--- src/rtl/cr_kme_key_asm_pkg.sv ---
// Shared types and default geometry for the KME key assembler.
// The optional key_par output is controlled by CR_KME_KEY_ASM_PARITY_EN.
package cr_kme_key_asm_pkg;

  typedef enum logic {
    ACCUM = 1'b0,
    HOLD  = 1'b1
  } key_asm_state_e;

  localparam int unsigned KEY_ASM_IN_WIDTH  = 64;
  localparam int unsigned KEY_ASM_WORDS     = 4;
  localparam int unsigned KEY_ASM_CNT_WIDTH = 16;
  localparam int unsigned KEY_W             = KEY_ASM_IN_WIDTH * KEY_ASM_WORDS;

  // Slot index width; never narrower than one bit.
  function automatic int unsigned key_asm_idx_w(input int unsigned words);
    return (words < 2) ? 1 : $clog2(words);
  endfunction

endpackage

--- src/rtl/cr_kme_key_asm_slot.sv ---
// One word slot of the key record: data register, valid bit and, when
// CR_KME_KEY_ASM_PARITY_EN is defined, the word's even-parity bit.
module cr_kme_key_asm_slot #(
  parameter int unsigned W = 64
) (
  input  logic         clk,
  input  logic         rst,
  input  logic         load,
  input  logic         clr,
  input  logic [W-1:0] d,
  output logic [W-1:0] q,
  output logic         v
`ifdef CR_KME_KEY_ASM_PARITY_EN
  , output logic       p
`endif
);

  // load wins over clr so the handshake cycle can clear and refill slot 0
  always_ff @(posedge clk or posedge rst) begin
    if (rst) begin
      q <= '0;
      v <= 1'b0;
    end else if (load) begin
      q <= d;
      v <= 1'b1;
    end else if (clr) begin
      q <= '0;
      v <= 1'b0;
    end
  end

`ifdef CR_KME_KEY_ASM_PARITY_EN
  always_ff @(posedge clk or posedge rst) begin
    if (rst)       p <= 1'b0;
    else if (load) p <= ^d;
    else if (clr)  p <= 1'b0;
  end
`endif

endmodule

--- src/rtl/cr_kme_key_asm.sv ---
// KME key assembler: pops FIFO words and packs WORDS of them into one key
// record on a valid/ready interface. Optional key_par via CR_KME_KEY_ASM_PARITY_EN.
module cr_kme_key_asm
  import cr_kme_key_asm_pkg::*;
#(
  parameter int unsigned IN_WIDTH  = KEY_ASM_IN_WIDTH,
  parameter int unsigned WORDS     = KEY_ASM_WORDS,
  parameter int unsigned CNT_WIDTH = KEY_ASM_CNT_WIDTH
) (
  input  logic                      clk,
  input  logic                      rst,
  input  logic [IN_WIDTH-1:0]       in_data,
  input  logic                      in_valid,
  output logic                      in_ack,
  input  logic                      flush,
  output logic [IN_WIDTH*WORDS-1:0] key_data,
  output logic [WORDS-1:0]          key_wmask,
  output logic                      key_valid,
  input  logic                      key_ready,
  output logic [CNT_WIDTH-1:0]      key_count
`ifdef CR_KME_KEY_ASM_PARITY_EN
  , output logic [WORDS-1:0]        key_par
`endif
);

  localparam int unsigned IDX_W = key_asm_idx_w(WORDS);

  key_asm_state_e   state, state_nxt;
  logic [IDX_W-1:0] idx;
  logic             flush_pend;
  logic             pop, last, close, hs;
  logic [WORDS-1:0] load;
  logic             clr;

  assign pop  = in_valid & ((state == ACCUM) | key_ready);
  assign last = (idx == IDX_W'(WORDS - 1));
  assign hs   = (state == HOLD) & key_ready;
  // A flush closes the record if any word is present, counting one popped now
  assign close = (state == ACCUM) & (flush | flush_pend) & ((|key_wmask) | pop);

  always_ff @(posedge clk or posedge rst) begin
    if (rst) state <= ACCUM;
    else     state <= state_nxt;
  end

  always_comb begin
    state_nxt = state;
    case (state)
      ACCUM: if ((pop && last) || close) state_nxt = HOLD;
      HOLD:  if (key_ready)              state_nxt = ACCUM;
      default:                           state_nxt = ACCUM;
    endcase
  end

  always_comb begin
    in_ack    = pop;
    key_valid = (state == HOLD);
    load      = '0;
    clr       = 1'b0;
    case (state)
      ACCUM: begin
        for (int unsigned i = 0; i < WORDS; i++) begin
          if (pop && (idx == IDX_W'(i))) load[i] = 1'b1;
        end
      end
      HOLD: begin
        if (key_ready) begin
          clr     = 1'b1;
          load[0] = pop;
        end
      end
      default: ;
    endcase
  end

  // flush_pend only survives in HOLD; ACCUM always consumes or drops it
  always_ff @(posedge clk or posedge rst) begin
    if (rst) begin
      idx        <= '0;
      flush_pend <= 1'b0;
    end else begin
      case (state)
        ACCUM: begin
          flush_pend <= 1'b0;
          if ((pop && last) || close) idx <= '0;
          else if (pop)               idx <= idx + 1'b1;
        end
        HOLD: begin
          if (flush)     flush_pend <= 1'b1;
          if (key_ready) idx <= IDX_W'(pop);
        end
        default: ;
      endcase
    end
  end

  always_ff @(posedge clk or posedge rst) begin
    if (rst)                          key_count <= '0;
    else if (hs && (key_count != '1)) key_count <= key_count + 1'b1;
  end

  for (genvar g = 0; g < WORDS; g++) begin : g_slot
    cr_kme_key_asm_slot #(
      .W(IN_WIDTH)
    ) u_slot (
      .clk  (clk),
      .rst  (rst),
      .load (load[g]),
      .clr  (clr),
      .d    (in_data),
      .q    (key_data[g*IN_WIDTH +: IN_WIDTH]),
      .v    (key_wmask[g])
`ifdef CR_KME_KEY_ASM_PARITY_EN
      , .p  (key_par[g])
`endif
    );
  end

endmodule

--- config.mk ---
export PLATFORM = sky130hd
export DESIGN_NAME = cr_kme_key_asm
export DESIGN_NICKNAME = d
export VERILOG_FILES = /design/src/rtl/cr_kme_key_asm_pkg.sv /design/src/rtl/cr_kme_key_asm_slot.sv /design/src/rtl/cr_kme_key_asm.sv
export SDC_FILE = /design/constraint.sdc
export NUM_CORES = 1
export LEC_CHECK = 0
export CAP_MARGIN = 20
export CORE_MARGIN = 10
export CORE_UTILIZATION = 47
export CTS_CLUSTER_DIAMETER = 50
export CTS_CLUSTER_SIZE = 40
export DETAILED_ROUTE_END_ITERATION = 7
export PLACE_DENSITY = 0.83
export REMOVE_ABC_BUFFERS = 1
export SLEW_MARGIN = 20
export SYNTH_ARGS = -nofsm -noshare
export SYNTH_HDL_FRONTEND = slang
export SYNTH_SLANG_ARGS = --single-unit
--- constraint.sdc ---
create_clock -name clk -period 11.77 [get_ports clk]
set_clock_uncertainty 0.05 [all_clocks]
set_input_delay 1.177 -clock clk [delete_from_list [all_inputs] [get_ports clk]]
set_output_delay 1.177 -clock clk [all_outputs]
set_load 0.01 [all_outputs]
==> impl_metrics.toml <==
[flow_run]
drv_cap = 0

[clocking]
cts_tree = "built"
clk_pin_slew_ns = 0.07
cts_sinks = 280
cts_max_level = 1
cts_resized = 0
post_cts_buffers = 0
clk_latency_ns = 0.54
cts-root-buf = "clkbuf_16"
numCtsBuffers = 29
cts_max_path_buffers = 3
cts-hold-fix-buffers = 0

[logic_synthesis]
synthTopCellsByArea = "dfrtp_1 64%, nand2_1 14%, nand3_1 9.1%, a22o_1 5.2%, buf_2 1.2%"
synth.distinct_cells = 41
synthCells = 1102
ys_warn_count = 0
synth_flop_cell = "dfrtp_1"
synth_edf_count = 0
synth.avg_cell_area_um2 = 10.0
async_reset_ff_share_pct = 100
synth-seq-area-share_pct = 63.5
ys_seq_elements = 280
synth_top_area_share_pct = 63.5
synth_top_cell_by_area = "dfrtp_1"
syn-cell-area_mm2 = 0.0110

[sta]
max_freq_mhz = 254
period_minus_slack_ns = 3.94
relSlewSlack_pct = 28.7
fin_tns_setup_ns = 0
finalHoldViolCount = 0
rsz0062_at_grt = "no"
final-max-slew-violation-count = 0
holdWs_ns = 0.443
fin_crit_sh_pct = 33.5
tightest_slew_ns = 1.07
setup_viol = 0

[drt]
vias = 9676
totalWireLength_um = 37700
initialDrtViolationCount = 1199
wl_per_cell_um = 21.6
avgViaCountPerCell = 5.54
postRouteAntennaNets = 0
dr.pass1.iters = 6
drc = 0

[floorplanning]
coreArea_mm2 = 0.0228
row_count = 55
ioPinCount = 347
start_util_pct = 48.3
die_area_mm2 = 0.0300
die_x_um = 173
die_y_um = 173

[global_route]
grt_pass1_wl_um = 58100
grt_antenna_before_repair = 2
gr-total-overflow = 0
grt_max_degree = 137
grt_pass1_vias = 9643
track_usage_pct = 24.0

[pwr]
pwr-share-seq_pct = 39.8
vdd_ir_drop_max_mv = 0.180
power.density_mw_per_mm2 = 218
p_comb_share_pct = 33.1
p_int_uw = 2260
swShare_pct = 33.9
p_leak_uw = 0.00770
p_sw_uw = 1150
pwr-share-clk_pct = 27.1

[critical_path]
crit_top_cell = "clkdlybuf4s50_1"
endpoint_kind = "output pin"
arrival_ns = 2.71
reg2regPathDepth = 5
max_stage_delay_ns = 0.58
slowest_stage = "clkdlybuf4s50_1"
worstPathCellList = "clkdlybuf4s50_1, nand2b_1, and2_1, clkdlybuf4s50_1"
cp-start-kind = "input port"
cp_max_fo = 4
required_ns = 10.54
worstSetupPathType = "input port to output pin"

[status]
status = "finished, final reports clean"

[finish]
most-common-layout-cells = "396 x nand2_1, 346 x clkdlybuf4s50_1, 280 x dfrtp_1, 201 x nand3_1, 65 x a22o_1"
final_core_util_pct = 68.4
layout-drive-gt1-share_pct = 5.66
final_nets = 1482
nFillCells = 1682
final_common_cell = "nand2_1"
synthToLayoutAreaGrowth_pct = 41.7
final-seq-area_mm2 = 0.00701
final_area_mm2 = 0.0156
multi_input_area_mm2 = 0.00367

[placed_design]
place_area_mm2 = 0.0147
port_buffers = 346
gp_congestion = 0.844
dp_hpwl_um = 24800

[min_path]
min_path_cells = 2
worstHoldPathType = "flip-flop to flip-flop"
sequential cells by signal, indices dropped and copies added (netlist names):
register         count
g_slot.u_slot.q    256
key_count           16
g_slot.u_slot.v      4
idx                  2
flush_pend           1
key_valid            1
cell type report:
cell class / instances / area share (%)
repair buffers: 358 / 22.7
well taps: 313 / 2.51
clock inverters: 20 / 1.25
multi-input cells: 734 / 23.5
inverters: 5 / 0.168
clock buffers: 34 / 4.96
diodes: 2 / 0.0320
flip-flops and latches: 280 / 44.8
worst max-delay path, delay by kind of cell:
family | cells | cell delay [ns]
buffers and inverters | 2 | 1.14
and+or+nand+nor | 2 | 0.39
path summary, 6_finish.rpt:
| check | start | to | slack, ns |
|---|---|---|---|
| min in group asynchronous | rst | g_slot[2].u_slot.q[17]$_DFFE_PP0P_ | 1.19 |
| max reg2reg | key_valid$_DFF_PP0_ | g_slot[1].u_slot.q[49]$_DFFE_PP0P_ | 8.68 |
| max | key_ready | in_ack | 7.83 |
| max in group asynchronous | rst | g_slot[0].u_slot.q[37]$_DFFE_PP0P_ | 8.93 |
| min reg2reg | g_slot[3].u_slot.q[63]$_DFFE_PP0P_ | g_slot[3].u_slot.q[63]$_DFFE_PP0P_ | 0.44 |
| min | g_slot[3].u_slot.q[63]$_DFFE_PP0P_ | g_slot[3].u_slot.q[63]$_DFFE_PP0P_ | 0.44 |
power by group through the flow:
stage               sequential, uW  clock, uW  combinational, uW
floorplan                     1450          0                346
finish                        1360        924               1130
global route                  1380        983               1210
CTS                           1350        936               1140
global placement              1360          0               1110
detailed placement            1360          0               1140
layer usage:
metal  part of all wire (%)  track usage, %
met4                    3.7            8.77
met2                     49            39.6
met3                    9.0            6.58
met5                      0               0
met1                     39            29.5
cell families (layout without fill, tap and decap cells):
logic type	after synthesis	after routing	share of synthesized area (%)
compound gates	78	78	6.03
other cells	0	2	0
buf+inv	88	417	3.51
mux	1	1	0.102
flops	280	280	63.5
fa+ha+maj	5	5	0.567
simple gates	637	637	25.2
xor+xnor	13	13	1.03
Yosys cell counts (3+ instances only):
master	number
and2_1	5
xnor2_1	3
nor2_1	6
nor4_1	3
buf_2	27
nand3_1	201
nor3_1	5
xor2_1	10
a22o_1	65
buf_1	19
dfrtp_1	280
ha_1	5
clkbuf_1	32
buf_4	4
nand2_1	400
inv_1	5
metrics by stage:
| step | instances | total power, uW | setup slack (ns) |
|---|---|---|---|
| floorplan | 1019 | 1790 | 2.82 |
| global placement | 1690 | 2470 | 7.66 |
| detailed placement | 1690 | 2500 | 7.63 |
| CTS | 1744 | 3430 | 7.82 |
| global route | 1746 | 3570 | 7.77 |
| finish | 1746 | 3410 | 7.83 |
Note: power is estimated with default switching activity, not from simulation.
